===== config.mk =====
export PLATFORM = sky130hd
export DESIGN_NAME = div_unit
export DESIGN_NICKNAME = d
export VERILOG_FILES = /design/src/rtl/div_unit.sv
export SDC_FILE = /design/constraint.sdc
export NUM_CORES = 1
export LEC_CHECK = 0
export ABC_CLOCK_PERIOD_IN_PS = 4800
export BUFFER_PORTS_ARGS = -buffer_cell sky130_fd_sc_hd__buf_4
export CAP_MARGIN = 20
export CORE_AREA = 2 2 196 198
export DETAILED_ROUTE_END_ITERATION = 10
export DIE_AREA = 0 0 198 200
export PLACE_DENSITY = 0.56
export SLEW_MARGIN = 20
export SYNTH_ARGS = -nofsm -noshare
export SYNTH_HDL_FRONTEND = slang
export SYNTH_SLANG_ARGS = --single-unit

===== constraint.sdc =====
create_clock -name clk -period 4.8 [get_ports clk]
set_input_delay 0.96 -clock clk [delete_from_list [all_inputs] [get_ports clk]]
set_output_delay 0.96 -clock clk [all_outputs]
set_load 0.005 [all_outputs]

===== src/rtl/div_unit.sv =====
// div_unit -- iterative radix-2 restoring integer divider (DIV / DIVU).
//
// Produces quotient (lo_o) and remainder (hi_o) after WIDTH restoring steps.
// Signed results truncate toward zero and the remainder takes the dividend's
// sign. A zero divisor is not trapped: the magnitude quotient is all-ones,
// the magnitude remainder is |a|, and dz_o is raised with the strobe.
//
// Optional build macro:
//   DIV_ZERO_FAST_EN  zero divisor goes straight from IDLE to DONE
//                     (result strobe one cycle after start).
//
// Ports:
//   clk         clock, rising edge
//   rst         synchronous active-high reset
//   start       division request, sampled in IDLE only
//   signed_div  1 = signed (DIV), 0 = unsigned (DIVU), sampled with start
//   a, b        dividend / divisor, sampled with start
//   annul       aborts an operation in BUSY
//   stall_o     combinational pipeline hold
//   valid_o     one-cycle result strobe (registered)
//   lo_o        quotient (registered, held until next result or reset)
//   hi_o        remainder (registered, held until next result or reset)
//   dz_o        divisor was zero, qualified by valid_o
//
// state | meaning
// ------+---------------------------------------------------------------
// IDLE  | waiting for start; operands latched on acceptance
// BUSY  | one restoring step per cycle, counter 0..WIDTH-1
// DONE  | result registers hold the fresh result, valid_o high this cycle

module div_unit #(
  parameter int WIDTH = 32
) (
  input  logic             clk,
  input  logic             rst,
  input  logic             start,
  input  logic             signed_div,
  input  logic [WIDTH-1:0] a,
  input  logic [WIDTH-1:0] b,
  input  logic             annul,
  output logic             stall_o,
  output logic             valid_o,
  output logic [WIDTH-1:0] lo_o,
  output logic [WIDTH-1:0] hi_o,
  output logic             dz_o
);

  localparam int CW = (WIDTH > 1) ? $clog2(WIDTH) : 1;
  localparam logic [CW-1:0] CNT_LAST = CW'(WIDTH - 1);

  typedef enum logic [1:0] {
    S_IDLE = 2'd0,
    S_BUSY = 2'd1,
    S_DONE = 2'd2
  } state_e;

  state_e           state_q, state_d;
  logic [CW-1:0]    cnt_q, cnt_d;
  logic [WIDTH-1:0] rem_q, rem_d;
  logic [WIDTH-1:0] quo_q, quo_d;
  logic [WIDTH-1:0] dvs_q, dvs_d;
  logic             qneg_q, qneg_d;
  logic             rneg_q, rneg_d;
  logic             valid_q, valid_d;
  logic [WIDTH-1:0] lo_q, lo_d;
  logic [WIDTH-1:0] hi_q, hi_d;
  logic             dz_q, dz_d;

  logic [WIDTH-1:0] abs_a, abs_b;
  logic             qneg_in, rneg_in;
  logic [WIDTH:0]   shifted;
  logic [WIDTH-1:0] sub_w;
  logic             ge;
  logic [WIDTH-1:0] rem_step, quo_step;

  function automatic logic [WIDTH-1:0] cond_neg(input logic [WIDTH-1:0] v,
                                                input logic neg);
    cond_neg = neg ? (~v + WIDTH'(1)) : v;
  endfunction

  // Operand magnitudes and result signs at acceptance.
  always_comb begin
    abs_a   = cond_neg(a, signed_div & a[WIDTH-1]);
    abs_b   = cond_neg(b, signed_div & b[WIDTH-1]);
    qneg_in = (a[WIDTH-1] ^ b[WIDTH-1]) & signed_div;
    rneg_in = a[WIDTH-1] & signed_div;
  end

  // One restoring step. The trial value is WIDTH+1 bits; when it is not
  // below the divisor the true difference is smaller than the divisor, so a
  // WIDTH-bit modular subtract gives it exactly.
  always_comb begin
    shifted  = {rem_q, quo_q[WIDTH-1]};
    ge       = (shifted >= {1'b0, dvs_q});
    sub_w    = shifted[WIDTH-1:0] - dvs_q;
    rem_step = ge ? sub_w : shifted[WIDTH-1:0];
    quo_step = {quo_q[WIDTH-2:0], ge};
  end

  always_comb begin
    state_d = state_q;
    cnt_d   = cnt_q;
    rem_d   = rem_q;
    quo_d   = quo_q;
    dvs_d   = dvs_q;
    qneg_d  = qneg_q;
    rneg_d  = rneg_q;
    valid_d = 1'b0;
    lo_d    = lo_q;
    hi_d    = hi_q;
    dz_d    = dz_q;

    case (state_q)
      S_IDLE: begin
        if (start && !annul) begin
          dvs_d  = abs_b;
          qneg_d = qneg_in;
          rneg_d = rneg_in;
          rem_d  = '0;
          quo_d  = abs_a;
          cnt_d  = '0;
`ifdef DIV_ZERO_FAST_EN
          if (abs_b == '0) begin
            state_d = S_DONE;
            valid_d = 1'b1;
            lo_d    = cond_neg({WIDTH{1'b1}}, qneg_in);
            hi_d    = cond_neg(abs_a, rneg_in);
            dz_d    = 1'b1;
          end else begin
            state_d = S_BUSY;
          end
`else
          state_d = S_BUSY;
`endif
        end
      end

      S_BUSY: begin
        if (annul) begin
          state_d = S_IDLE;
        end else begin
          rem_d = rem_step;
          quo_d = quo_step;
          cnt_d = cnt_q + CW'(1);
          // Results are registered on the way into DONE so that valid_o and
          // the data are visible during the DONE cycle itself.
          if (cnt_q == CNT_LAST) begin
            state_d = S_DONE;
            valid_d = 1'b1;
            lo_d    = cond_neg(quo_step, qneg_q);
            hi_d    = cond_neg(rem_step, rneg_q);
            dz_d    = (dvs_q == '0);
          end
        end
      end

      S_DONE: begin
        state_d = S_IDLE;
      end

      default: begin
        state_d = S_IDLE;
      end
    endcase
  end

  always_ff @(posedge clk) begin
    if (rst) begin
      state_q <= S_IDLE;
      cnt_q   <= '0;
      rem_q   <= '0;
      quo_q   <= '0;
      dvs_q   <= '0;
      qneg_q  <= 1'b0;
      rneg_q  <= 1'b0;
      valid_q <= 1'b0;
      lo_q    <= '0;
      hi_q    <= '0;
      dz_q    <= 1'b0;
    end else begin
      state_q <= state_d;
      cnt_q   <= cnt_d;
      rem_q   <= rem_d;
      quo_q   <= quo_d;
      dvs_q   <= dvs_d;
      qneg_q  <= qneg_d;
      rneg_q  <= rneg_d;
      valid_q <= valid_d;
      lo_q    <= lo_d;
      hi_q    <= hi_d;
      dz_q    <= dz_d;
    end
  end

  assign stall_o = ((state_q == S_IDLE) & start & ~annul) | (state_q == S_BUSY);
  assign valid_o = valid_q;
  assign lo_o    = lo_q;
  assign hi_o    = hi_q;
  assign dz_o    = dz_q;

endmodule


==> results of run 1 <==
critical path, stage by stage, from the launching register on:
cell and delay [ps]:
dfxtp_1 410, ha_1 190, inv_1 50, fa_1 430, a211oi_1 450, o21ai_1 170, a211oi_1 530, o21ai_0 190
xor2_1 220, o31ai_1 420, o2111ai_1 400, o41ai_1 420, xnor2_1 190, nand2_1 90, a21oi_1 170
sequential cells by signal, summed over array words and instances, names as in the netlist:
register / flops
dvs_q: 32
hi_o: 32
lo_o: 32
quo_q: 32
rem_q: 32
cnt_q: 5
state_q: 2
dz_o: 1
qneg_q: 1
rneg_q: 1
valid_o: 1
power groups by stage:
| stage | Combinational (mW) | Clock, mW | Sequential [mW] |
|---|---|---|---|
| 6_report | 0.934 | 1.38 | 1.52 |
| 5_1_grt | 1.03 | 1.47 | 1.52 |
| 4_1_cts | 0.930 | 1.41 | 1.51 |
| 3_5_place_dp | 0.925 | 0 | 1.55 |
| 3_3_place_gp | 0.927 | 0 | 1.55 |
| 2_1_floorplan | 0.638 | 0 | 1.53 |
kinds of logic (layout without fill, tap and decap cells):
kind of cell | Yosys count | count (layout)
and+or+nand+nor | 587 | 587
AOI/OAI and AO/OA | 461 | 461
DFF | 171 | 171
buffers and inverters | 153 | 247
xor gates and xnor gates | 129 | 129
adders and majority gates | 39 | 39
muxes | 15 | 15
placed cells by master (no fill, tap or decap), types with 20 or more instances in the layout:
cell	n
a211oi_1	84
xor2_1	80
buf_4	161
o31ai_1	22
nor3_1	27
inv_1	54
nor2_1	221
xnor2_1	49
a21oi_1	154
dfxtp_1	171
a22oi_1	20
nand3_1	24
o21ai_0	87
or3_1	23
nand2_1	167
ha_1	38
nor4_1	24
what timing repair did:
item,CTS,global route
endpoints found under the setup margin,0,6
buffers inserted,0,0
gates resized for setup,0,3
layer usage:
layer  vias up  GRT usage  routed length [um]
li1       5743          -                   -
met1      5395      0.260               18100
met2       229      0.322               18200
met3        33     0.0297                1350
met4         0     0.0496                 476
met5         -          0                   0
cell type report:
class | count | share of cell area
inverter | 54 | 0.0150
timing repair buffer | 162 | 0.0909
clock buffer | 17 | 0.0315
tap | 511 | 0.0473
multi-input combinational | 1231 | 0.552
sequential | 171 | 0.253
clock inverter | 14 | 0.0103
metrics by stage:
stage	cell area, um^2	hold WS, ps	power (mW)	setup slack, ps
2_1_floorplan	11400	445	2.16	482
3_3_place_gp	12900	443	2.47	437
3_5_place_dp	12900	449	2.47	357
4_1_cts	13500	458	3.85	318
5_1_grt	13500	482	4.02	104
6_report	13500	452	3.83	382
final timing paths:
kind                                       startpoint                    end  slack (ps)  depth (start not counted)
worst max-delay path            dvs_q[0]$_SDFFE_PP0P_  hi_o[27]$_SDFFE_PP0P_         380                         14
worst min-delay path             hi_o[4]$_SDFFE_PP0P_   hi_o[4]$_SDFFE_PP0P_         450                          2
worst max register to register  dvs_q[0]$_SDFFE_PP0P_  hi_o[27]$_SDFFE_PP0P_         380                         14
worst min register to register   hi_o[4]$_SDFFE_PP0P_   hi_o[4]$_SDFFE_PP0P_         450                          2
==> out/metrics.yaml, run 1 <==
drt-total-wl_mm: 38.2
finalNetCount: 1745
synth-xor-area-share: 0.0987
ys_warn_count: 0
die-area_um2: 39600
fillers: 4054
hpwl_mm: 29.3
criticalPathCategory: "register to register"
row_count: 71
synth-simple-area-share: 0.238
diodes: 0
path_clk_slew_ps: 70
num_vias: 11400
drc: 0
clock_sinks: 171
synth_top_family_by_area: "compound AO/OA/AOI/OAI gates"
rsz0062_at_grt: "false"
yosysTopAreaCellShare: 0.299
stdcell_count: 2160
overflow: 0
combPwrFrac: 0.244
antenna_found_initial: 0
cp.required_ps: 5180
grt_pass1_vias: 10500
portBuffers: 135
async_flop_share: 0
slew-limit-headroom: 0.306
track_usage: 0.193
clock_skew_ps: 13.2
setup_violations: 0
synth_ff_type: "dfxtp_1"
startpoint_type: "register"
synth_seq_area_share: 0.299
switchingPower_mw: 1.30
ctsHoldBuffers: 0
synth_fp_nets: 1663
cts_root_buffer: "clkbuf_16"
synth_edf_count: 0
drt-pass1-iter-count: 5
clock.fmax_mhz: 226
numPlacedInstances: 2129
insertion_delay_ps: 450
finalCritPeriodShare: 0.920
ant_nets: 0
die_h_um: 200
period_needed_ps: 4420
synth-compound-area-share: 0.256
io_pins: 136
synthAdderAreaFrac: 0.0433
syn_area_um2: 11400
outcome: "finished, final reports clean"
area_growth_pct: 18.1
power_frac_seq: 0.396
gp_congestion: 0.897
vdd_drop_max_v: 0.000279
netlist_top_cells_area: "dfxtp_1 (30%), nor2_1 (7.3%), a21oi_1 (6.7%), xor2_1 (6.1%), a211oi_1 (5.5%)"
syn_avg_cell_area_um2: 7.36
tritoncts: "done"
cts_buffer_depth: 2
powerDensity_nw_per_um2: 283
routedWlPerCell_um: 17.7
clock_power_share: 0.361
fin_tns_setup_ps: 0
initialDrtViolationCount: 830
crit_fanout: 6
worst_pin_slew_ps: 1040
final_util: 0.362
post-synth-top-area-cell: "dfxtp_1"
core_um2: 37400
multi_input_area_um2: 7460
synthCells: 1555
synth.top_cells.by_count: "nor2_1 (222), dfxtp_1 (171), nand2_1 (168)"
hold_class: "register to register"
cp.arrival_ps: 4800
drive_above_1_share: 0.135
internal-power_mw: 2.53
finalHoldViolations: 0
cellLeakagePower_nw: 5.19
drv_cap: 0
ys_types: 68
cts_buffers: 17
viasPerCell: 5.28
die_x_um: 198
synth-seq-cells: 171
synth.most_common_cell: "nor2_1"
grt_pass1_wl_mm: 60.1
end_kind: "register"
start_util: 0.306
cts_max_level: 4
synthMuxAreaShare: 0.0132
switching_share: 0.340
grt_max_degree: 87
slew_viol_final: 0
regArea_um2: 3420
Power figures use the tool's default switching activity.
==> run 2: changes to the inputs <==
==> constraint.sdc (replaced) <==
create_clock -name clk -period 4.8 [get_ports clk]
set_input_delay 0.48 -clock clk [delete_from_list [all_inputs] [get_ports clk]]
set_output_delay 0.48 -clock clk [all_outputs]
set_load 0.005 [all_outputs]
==> run 2 against run 1 <==
Effect of this change: largest power group unchanged; critical path type unchanged; sequential power about the same; via count decreased by 0.39%; register-to-register slack improved by 60 ps; utilization about the same; sequential share of layout area about the same; setup slack improved by 56 ps; count of clock-buffer cells in the layout increased by 1; clock power decreased by 4%; maximum frequency increased by 1.3%; global-route usage decreased by 0.14 points; largest cell class unchanged; combinational power decreased by 0.6%; first-iteration DRC count decreased by 6.0%.
==> out/metrics.yaml, run 2 (synthesis gave the netlist of run 1 again) <==
drive_above_1_share: 0.134  # was 0.135
finalNetCount: 1744  # was 1745
area_growth_pct: 18.0  # was 18.1%
path_clk_slew_ps: 70  # about the same
powerDensity_nw_per_um2: 280  # was 283 nW/um^2
fin_tns_setup_ps: 0  # unchanged
portBuffers: 135  # unchanged
vdd_drop_max_v: 0.000254  # was 0.000279 V
internal-power_mw: 2.49  # was 2.53 mW
rsz0062_at_grt: "false"  # unchanged
combPwrFrac: 0.246  # was 0.244
tritoncts: "done"  # unchanged
io_pins: 136  # unchanged
hold-path-cell-count: 3  # was 2
drc: 0  # unchanged
end_kind: "register"  # unchanged
num_vias: 11400  # about the same
drt-pass1-iter-count: 6  # was 5
grt_max_degree: 94  # was 87
finalCritPeriodShare: 0.909  # was 0.920
viasPerCell: 5.26  # was 5.28
mostFrequentLayoutCell: "nor2_1"  # unchanged
final_util: 0.361  # was 0.362
row_count: 71  # unchanged
gp_congestion: 0.909  # was 0.897
cts_root_buffer: "clkbuf_16"  # unchanged
cts_buffer_depth: 2  # unchanged
overflow: 0  # unchanged
core_um2: 37400  # unchanged
rr_worst_depth: 14  # unchanged
switching_share: 0.341  # was 0.340
start_util: 0.306  # unchanged
power_frac_seq: 0.402  # was 0.396
die_x_um: 198  # unchanged
initialDrtViolationCount: 780  # was 830
grt_pass1_wl_mm: 59.6  # was 60.1 mm
post-cts-setup-buffers: 0  # unchanged
period_needed_ps: 4360  # was 4420 ps
die-area_um2: 39600  # unchanged
cts_buffers: 17  # unchanged
cp.arrival_ps: 4710  # was 4800 ps
ant_nets: 0  # unchanged
antenna_found_initial: 0  # unchanged
layout_common_cells: "nor2_1 (221), dfxtp_1 (170), nand2_1 (168)"  # was nor2_1 (221), dfxtp_1 (171), nand2_1 (167)
diodes: 0  # unchanged
drt-total-wl_mm: 37.9  # was 38.2 mm
setup_violations: 0  # unchanged
slew_viol_final: 0  # unchanged
hpwl_mm: 29.2  # was 29.3 mm
fillers: 3992  # was 4054
cp.required_ps: 5150  # was 5180 ps
clock_skew_ps: 15.0  # was 13.2 ps
outcome: "finished, final reports clean"  # unchanged
hold_class: "input port to register"  # was register to register
clock_power_share: 0.353  # was 0.361
clock_sinks: 171  # unchanged
crit_fanout: 11  # was 6
cts_max_level: 4  # unchanged
worst_pin_slew_ps: 1060  # was 1040 ps
clock.fmax_mhz: 229  # was 226 MHz
track_usage: 0.191  # was 0.193
criticalPathCategory: "register to register"  # unchanged
routedWlPerCell_um: 17.5  # was 17.7 um
die_h_um: 200  # unchanged
cellLeakagePower_nw: 5.18  # was 5.19 nW
finalHoldViolations: 0  # unchanged
grt_pass1_vias: 10500  # about the same
slew-limit-headroom: 0.293  # was 0.306
startpoint_type: "register"  # unchanged
switchingPower_mw: 1.29  # was 1.30 mW
drv_cap: 0  # unchanged
insertion_delay_ps: 440  # was 450 ps
==> run 2: metrics by stage <==
stage / instance area [um^2] / hold slack [ps] / power (mW) / instances / setup WS (ps)
2_1_floorplan: 11400 / 445 / 2.16 / 1555 / 482
3_3_place_gp: 12900 / 445 / 2.47 / 2128 / 543
3_5_place_dp: 12900 / 446 / 2.47 / 2128 / 417
4_1_cts: 13500 / 286 / 3.81 / 2160 / 387
5_1_grt: 13500 / 315 / 3.97 / 2160 / 27.4
6_report: 13500 / 305 / 3.78 / 2160 / 438
==> run 2: worst paths after layout <==
path / startpoint / end / slack (ps)
setup / recovery: rem_q[12]$_SDFFE_PP0P_ / hi_o[26]$_SDFFE_PP0P_ / 440
hold / removal: b[0] / dvs_q[0]$_SDFFE_PP0P_ / 310
setup reg to reg: rem_q[12]$_SDFFE_PP0P_ / hi_o[26]$_SDFFE_PP0P_ / 440
hold reg to reg: hi_o[8]$_SDFFE_PP0P_ / hi_o[8]$_SDFFE_PP0P_ / 450
==> run 2: cell type report <==
cell class / instances / area [um^2] / share of cell area
Clock buffer: 18 / 439 / 0.0325
Inverter: 54 / 203 / 0.0150
Clock inverter: 14 / 113 / 0.00834
Sequential cell: 171 / 3420 / 0.254
Tap cell: 511 / 639 / 0.0473
Multi-Input combinational cell: 1231 / 7470 / 0.553
Timing Repair Buffer: 161 / 1220 / 0.0904
==> run 2: repair_timing <==
action	in CTS	in global routing
gates resized for setup	0	2
setup endpoints to repair	0	4
hold buffers	0	0
hold endpoints to repair	0	0
==> run 2: power groups by stage <==
stage	logic, mW	registers [mW]	clock network [mW]
floorplan	0.638	1.53	0
CTS	0.924	1.52	1.36
detailed placement	0.919	1.55	0
finish	0.928	1.52	1.33
global route	1.03	1.52	1.42
global placement	0.919	1.55	0
==> run 2: layer usage <==
metal,share of wire,vias to the layer above,global-route usage
met5,0,-,0
met4,0.028,0,0.0657
met3,0.039,48,0.0237
met2,0.46,276,0.314
met1,0.47,5295,0.260
li1,-,5736,-
==> run 2: worst max-delay path: stages (launching register included) <==
cell,delay [ps]
dfxtp_1,390
ha_1,500
nand4_1,280
nor4_1,420
a21oi_1,150
o221a_2,320
nand2_1,250
mux2i_1,330
ha_1,270
inv_1,80
a21oi_1,260
o2111ai_1,240
o41ai_1,460
xnor2_1,110
a211oi_1,220
